--- src/rtl/patch_feeder_21.sv ---
// patch_feeder_21: fetches 6x6 activation patches and sequences weight-set windows to a dot channel
`ifndef DATA_LEN
`define DATA_LEN 8
`endif
module patch_feeder_21 #(
    parameter int CS_NUM    = 8,
    parameter int PHASE_NUM = 6,
    parameter int TIMEOUT   = 15
) (
    input  logic                    i_clk,
    input  logic                    i_rst_n,
    input  logic                    i_start,
    input  logic [9:0]              i_base_addr,
    output logic                    o_mem_re,
    output logic [9:0]              o_mem_addr,
    input  logic [6*`DATA_LEN-1:0]  i_mem_rdata,
    output logic [36*`DATA_LEN-1:0] o_d,
    output logic                    o_dc_load,
    output logic                    o_ws_load,
    output logic [3:0]              o_cs,
    output logic [2:0]              o_phase,
    input  logic                    i_dc_valid,
    output logic                    o_busy,
    output logic                    o_done,
    output logic                    o_err
);
    localparam int RW = 6*`DATA_LEN;
    localparam int TW = $clog2(TIMEOUT + 1);

    typedef enum logic [2:0] {IDLE, FETCH, RUN, GAP, DONE} state_t;

    state_t                    r_state;
    logic [9:0]                r_base;
    logic [9:0]                r_mem_addr;
    logic                      r_mem_re;
    logic [36*`DATA_LEN-1:0]   r_d;
    logic                      r_dc_load;
    logic [3:0]                r_cs;
    logic [2:0]                r_phase;
    logic [2:0]                r_row;
    logic [TW-1:0]             r_tmr;
    logic                      r_busy;
    logic                      r_done;
    logic                      r_err;

    logic [2:0]                w_phase_nx;
    logic [9:0]                w_fetch_addr;

    // First row address of the next patch; the 10-bit sum wraps modulo 1024
    assign w_phase_nx   = r_phase + 3'd1;
    assign w_fetch_addr = r_base + {7'd0, w_phase_nx} * 10'd6;

    // Job sequencer: fetch six rows, sweep weight sets per patch, separate windows by one gap cycle
    always_ff @(posedge i_clk) begin
        if (!i_rst_n) begin
            r_state    <= IDLE;
            r_base     <= '0;
            r_mem_addr <= '0;
            r_mem_re   <= 1'b0;
            r_d        <= '0;
            r_dc_load  <= 1'b0;
            r_cs       <= '0;
            r_phase    <= '0;
            r_row      <= '0;
            r_tmr      <= '0;
            r_busy     <= 1'b0;
            r_done     <= 1'b0;
            r_err      <= 1'b0;
        end else begin
            case (r_state)
                IDLE: begin
                    if (i_start) begin
                        r_state    <= FETCH;
                        r_base     <= i_base_addr;
                        r_mem_addr <= i_base_addr;
                        r_mem_re   <= 1'b1;
                        r_row      <= '0;
                        r_cs       <= '0;
                        r_phase    <= '0;
                        r_err      <= 1'b0;
                        r_busy     <= 1'b1;
                    end
                end
                FETCH: begin
                    r_row <= r_row + 3'd1;
                    if (r_row != 3'd0)
                        r_d[32'(r_row - 3'd1) * RW +: RW] <= i_mem_rdata;
                    if (r_row < 3'd5)
                        r_mem_addr <= r_mem_addr + 10'd1;
                    if (r_row == 3'd5)
                        r_mem_re <= 1'b0;
                    if (r_row == 3'd6) begin
                        r_state   <= RUN;
                        r_dc_load <= 1'b1;
                        r_tmr     <= '0;
                    end
                end
                RUN: begin
                    r_tmr <= r_tmr + TW'(1);
                    if (i_dc_valid || r_tmr == TW'(TIMEOUT - 1)) begin
                        r_state   <= GAP;
                        r_dc_load <= 1'b0;
                        if (!i_dc_valid)
                            r_err <= 1'b1;
                    end
                end
                GAP: begin
                    if (r_cs < 4'(CS_NUM - 1)) begin
                        r_cs      <= r_cs + 4'd1;
                        r_state   <= RUN;
                        r_dc_load <= 1'b1;
                        r_tmr     <= '0;
                    end else begin
                        r_cs <= '0;
                        if (r_phase < 3'(PHASE_NUM - 1)) begin
                            r_phase    <= w_phase_nx;
                            r_state    <= FETCH;
                            r_mem_re   <= 1'b1;
                            r_mem_addr <= w_fetch_addr;
                            r_row      <= '0;
                        end else begin
                            r_state <= DONE;
                            r_done  <= 1'b1;
                        end
                    end
                end
                DONE: begin
                    r_state <= IDLE;
                    r_done  <= 1'b0;
                    r_busy  <= 1'b0;
                end
                default: r_state <= IDLE;
            endcase
        end
    end

    assign o_mem_re   = r_mem_re;
    assign o_mem_addr = r_mem_addr;
    assign o_d        = r_d;
    assign o_dc_load  = r_dc_load;
    assign o_ws_load  = r_dc_load;
    assign o_cs       = r_cs;
    assign o_phase    = r_phase;
    assign o_busy     = r_busy;
    assign o_done     = r_done;
    assign o_err      = r_err;
endmodule

--- config.mk ---
export PLATFORM = sky130hd
export DESIGN_NAME = patch_feeder_21
export DESIGN_NICKNAME = d
export VERILOG_FILES = /design/src/rtl/patch_feeder_21.sv
export SDC_FILE = /design/constraint.sdc
export NUM_CORES = 1
export LEC_CHECK = 0
export BUFFER_PORTS_ARGS = -buffer_cell sky130_fd_sc_hd__clkbuf_2
export CAP_MARGIN = 20
export CELL_PAD_IN_SITES_DETAIL_PLACEMENT = 1
export CELL_PAD_IN_SITES_GLOBAL_PLACEMENT = 2
export CORE_ASPECT_RATIO = 2
export CORE_UTILIZATION = 34
export CTS_CLUSTER_SIZE = 14
export DETAILED_ROUTE_END_ITERATION = 7
export HOLD_SLACK_MARGIN = 0.03
export PLACE_DENSITY = 0.9
export SKIP_LAST_GASP = 1
export SLEW_MARGIN = 20
export SYNTH_ARGS = -nofsm -noshare
export SYNTH_HDL_FRONTEND = slang
export SYNTH_SLANG_ARGS = --single-unit
--- constraint.sdc ---
create_clock -name i_clk -period 12.75 [get_ports i_clk]
set_input_delay 1.275 -clock i_clk [delete_from_list [all_inputs] [get_ports i_clk]]
set_output_delay 1.275 -clock i_clk [all_outputs]
set_load 0.02 [all_outputs]
==> results by stage <==
Status:
- The run finished with clean final reports.

Clock tree:
- The count of cells resized by post-cts repair is 0.
- The clock latency at the later pin of the worst-skew pair is 0.60 ns.
- Clock-pin slew was measured on the worst setup and hold paths at 0.07 ns.
- The buffer depth of the longest clock path is 3.
- The level count of the clock H-tree is 1.
- The post-CTS setup buffer count is 0.
- The clock buffer count from CTS is 31.
- Hold repair after CTS inserted 0 buffers.
- TritonCTS built the clock tree.
- The buffer cell driving the clock tree root is sky130_fd_sc_hd__clkbuf_16.
- The number of sinks handled by clock tree synthesis is 330.

Job:
- The tool flagged a number of max-cap violations equal to 0.

Logic synthesis:
- The average instance area after synthesis is 8.274 sq um.
- Yosys attributes the largest share of cell area to sky130_fd_sc_hd__dfxtp_1 41%, sky130_fd_sc_hd__nand2_1 7.5%, sky130_fd_sc_hd__o21ai_0 6.8%, sky130_fd_sc_hd__mux2i_1 6.8%, sky130_fd_sc_hd__nand3_1 5.9%.
- The number of nets in the synthesized netlist is 2026.
- The count of warnings emitted by yosys is 0.
- The number of flops mapped to enable cells by yosys is 0.
- The most common flop cell mapped by yosys is sky130_fd_sc_hd__dfxtp_1.
- The share of the Yosys chip area taken by registers is 0.4130.
- In the synthesized netlist, the cells that appear most often are 330 x sky130_fd_sc_hd__dfxtp_1, 319 x sky130_fd_sc_hd__nand2_1, 218 x sky130_fd_sc_hd__o21ai_0.
- Synthesis handed over a netlist of 1933 instances.
- The synthesized design contains 330 register bits.
- The area share of the largest cell type after synthesis is 0.4130.
- The netlist uses 82 different library cells.
- In the synthesized netlist the async set-or-reset flop fraction comes to 0.
- The most common cell in the netlist is sky130_fd_sc_hd__dfxtp_1.
- After synthesis the cells add up to 15990 sq um.
- The biggest area contributor in the post-synthesis netlist is sky130_fd_sc_hd__dfxtp_1.

Floorplan:
- The count of boundary I/O pins is 373.
- The floorplan step defined a die boundary enclosing 47970 sq um.
- The placeable core area is 46520 sq um.
- The initial utilization of the core area, before any placement, comes to 0.3438.
- The floorplan has 112 rows.
- The height of the chip is 308.7 um.
- From left edge to right edge, the die measures 155.4 um.

Power:
- VDD sags by at most 0.1107 mV.
- Power spread over the standard cell area amounts to 120.8 nW/um^2.
- For this design the static power due to leakage is 7.932 nW.

GRT:
- The total overflow reported by the global router is 0.
- The number of global-route vias before repair is 16230.
- The pin count of the biggest net entering global routing is 227.
- The number of antenna violations at the first check in global routing is 7.
- The first global-routing pass estimated 97900 um of wire.
- For this run, the total global-route usage over all layers was measured as 0.2651.

Worst setup path:
- The kind of end point of the critical path is a register.
- For the worst setup path, the data required time is 13.17 ns.
- The setup path with the least slack is of type reg2reg.
- STA classifies the critical path startpoint as a register.
- STA puts the critical path data arrival time at 7.10 ns.
- The largest driver fanout on the critical path is 68.

Detailed routing:
- The via total after detailed routing is 15710.
- The number of nets with antenna violations after routing is 0.
- Dividing the detail-routed via count by the number of cells gives 5.485.
- The first routing iteration left 808 violations.
- In the final routed layout, each cell accounts on average for 22.72 um.
- For this run, the detailed router's first-pass iteration total came to 5.
- Summed over all layers, the routed wires come to 65070 um.
- After detailed routing, the number of remaining DRC violations is 0.

Timing:
- The max-slew violation count is 0.
- The achievable clock frequency is 149.8 MHz.
- After layout, the minimum clock period comes to 6.678 ns.
- Setup repair after global routing left no endpoint under its margin.
- The number of hold-slack violations in the final timing report was 0.
- Setup violations remaining at the end of the flow were counted as 0.
- The worst pin sits at a relative slew slack of 0.2896.
- The measured slew at the worst slew-check pin is 1.066 ns.
- Hold is met by 0.4613 ns.
- The setup TNS is 0 ns.
- The share of the cycle needed by the critical path after routing is 0.5237.
- The clock skew after layout is 0.02325 ns.

Worst hold path:
- The class of the most critical hold timing path is reg2reg.

Final layout:
- In the final layout, the share of cells above drive strength 1 is 0.2338.
- The number of nets in the layout is 2302.
- With fillers left out, the area of the finished cells amounts to 19310 sq um.
- From synthesis to final layout, the design area changed by 20.71%.

Placed design:
- At the end of routability-driven placement, the weighted congestion stood at 0.9254.
- The number of buffers added on ports is 372.
- Once placement finished, the instance area stood at 18290 sq um.
- The detailed placement HPWL is 49280 um.
==> critical path: stages (launching register included) <==
cell and delay (ns):
sky130_fd_sc_hd__dfxtp_1 0.47, sky130_fd_sc_hd__inv_1 0.20, sky130_fd_sc_hd__ha_1 0.33, sky130_fd_sc_hd__xnor2_4 0.64, sky130_fd_sc_hd__inv_2 0.26, sky130_fd_sc_hd__ha_1 0.36, sky130_fd_sc_hd__a21oi_1 0.34, sky130_fd_sc_hd__nand2_1 0.17
sky130_fd_sc_hd__or3_1 0.44, sky130_fd_sc_hd__inv_1 0.08, sky130_fd_sc_hd__ha_2 0.13, sky130_fd_sc_hd__buf_4 0.58, sky130_fd_sc_hd__nor4bb_1 0.32, sky130_fd_sc_hd__nand4_1 0.37, sky130_fd_sc_hd__a211oi_4 0.52, sky130_fd_sc_hd__or4b_1 0.91
sky130_fd_sc_hd__nand3_1 0.24, sky130_fd_sc_hd__o21ai_0 0.11
==> final cells by class <==
| class | instances | area [sq um] |
|---|---|---|
| multi-input cells | 1424 | 8732 |
| clock inverters | 11 | 102.6 |
| well taps | 627 | 784.5 |
| inverters | 19 | 71.32 |
| flip-flops and latches | 330 | 6608 |
| diodes | 9 | 22.52 |
| repair buffers | 403 | 2132 |
| clock buffers | 41 | 853.3 |
| fillers | 5720 | 27220 |
==> path summary, 6_finish.rpt <==
kind,cells past startpoint,start,end,slack [ns]
min reg2reg,2,o_err$_SDFFE_PN0P_,o_err$_SDFFE_PN0P_,0.46
max reg2reg,17,r_row[1]$_SDFFE_PN0P_,o_d[201]$_SDFFE_PN0P_,6.07
max,17,r_row[1]$_SDFFE_PN0P_,o_d[201]$_SDFFE_PN0P_,6.07
min,2,o_err$_SDFFE_PN0P_,o_err$_SDFFE_PN0P_,0.46
==> per-layer routing <==
layer,global-route usage,part of all wire,vias up
met5,0,0,-
met4,0.1471,0.053,0
met3,0.04217,0.051,128
met2,0.4875,0.51,459
met1,0.2853,0.38,7667
li1,-,-,7456
==> cells in the final DEF, fill, tap and decap left out, types with 5 or more instances in the layout <==
cell                        synthesis  final
sky130_fd_sc_hd__a32o_1            16     16
sky130_fd_sc_hd__clkbuf_1         113      6
sky130_fd_sc_hd__nor2b_1           20     20
sky130_fd_sc_hd__o2bb2ai_1         27     27
sky130_fd_sc_hd__a21oi_1          102    102
sky130_fd_sc_hd__xor2_1            10     10
sky130_fd_sc_hd__o21ai_0          218    218
sky130_fd_sc_hd__a21o_1            12     12
sky130_fd_sc_hd__or3_1              6      6
sky130_fd_sc_hd__clkbuf_2           0    371
sky130_fd_sc_hd__mux2i_1          108    108
sky130_fd_sc_hd__inv_1             15     15
sky130_fd_sc_hd__nand4_1            9      9
sky130_fd_sc_hd__clkbuf_16          0     31
sky130_fd_sc_hd__o2111ai_1          5      5
sky130_fd_sc_hd__a22oi_1           15     15
sky130_fd_sc_hd__buf_4              3     26
sky130_fd_sc_hd__o21a_1             7      7
sky130_fd_sc_hd__and3_1            15     15
sky130_fd_sc_hd__o22ai_1           32     32
sky130_fd_sc_hd__nand2b_1          18     18
sky130_fd_sc_hd__o211ai_1          22     22
sky130_fd_sc_hd__nand3_1          190    190
sky130_fd_sc_hd__nand2_1          319    319
sky130_fd_sc_hd__nor3_1             8      6
sky130_fd_sc_hd__nor2_1            89     87
sky130_fd_sc_hd__dfxtp_1          330    329
sky130_fd_sc_hd__a211oi_1           9      8
sky130_fd_sc_hd__o211a_1           16     16
sky130_fd_sc_hd__xnor2_1           10     10
sky130_fd_sc_hd__ha_1              28     26
sky130_fd_sc_hd__a31oi_1            6      6
sky130_fd_sc_hd__mux2_2            32     32
sky130_fd_sc_hd__o31ai_1            9      9
sky130_fd_sc_hd__diode_2            0      9
==> state kept, by name (all words and copies together), names as in the netlist <==
signal / count
o_busy: 1
o_cs: 4
o_d: 288
o_dc_load: 1
o_done: 1
o_err: 1
o_mem_addr: 10
o_mem_re: 1
o_phase: 3
r_base: 10
r_row: 3
r_state: 3
r_tmr: 4
==> power breakdown <==
group          internal (mW)  switching (mW)
sequential              1.04         0.00829
clock                  0.489           0.424
combinational         0.0979           0.276
==> kinds of logic after synthesis <==
family          share of synthesized area
xor+xnor                          0.01557
fa+ha+maj                         0.02566
compound gates                     0.2060
buf+inv                           0.04506
flops                              0.4130
simple gates                       0.2046
mux                               0.09012
==> through the flow <==
step	setup WS [ns]	total power, mW	std cells	util
final	6.072	2.332	2864	0.4150
after global routing	5.545	2.415	2862	0.4149
after CTS	6.174	2.346	2854	0.4137
after detailed placement	6.208	1.435	2802	0.3932
after global placement	6.286	1.429	2799	0.3925
after floorplan	7.393	1.299	1933	-
No activity file was read; power rests on OpenSTA's default activity.
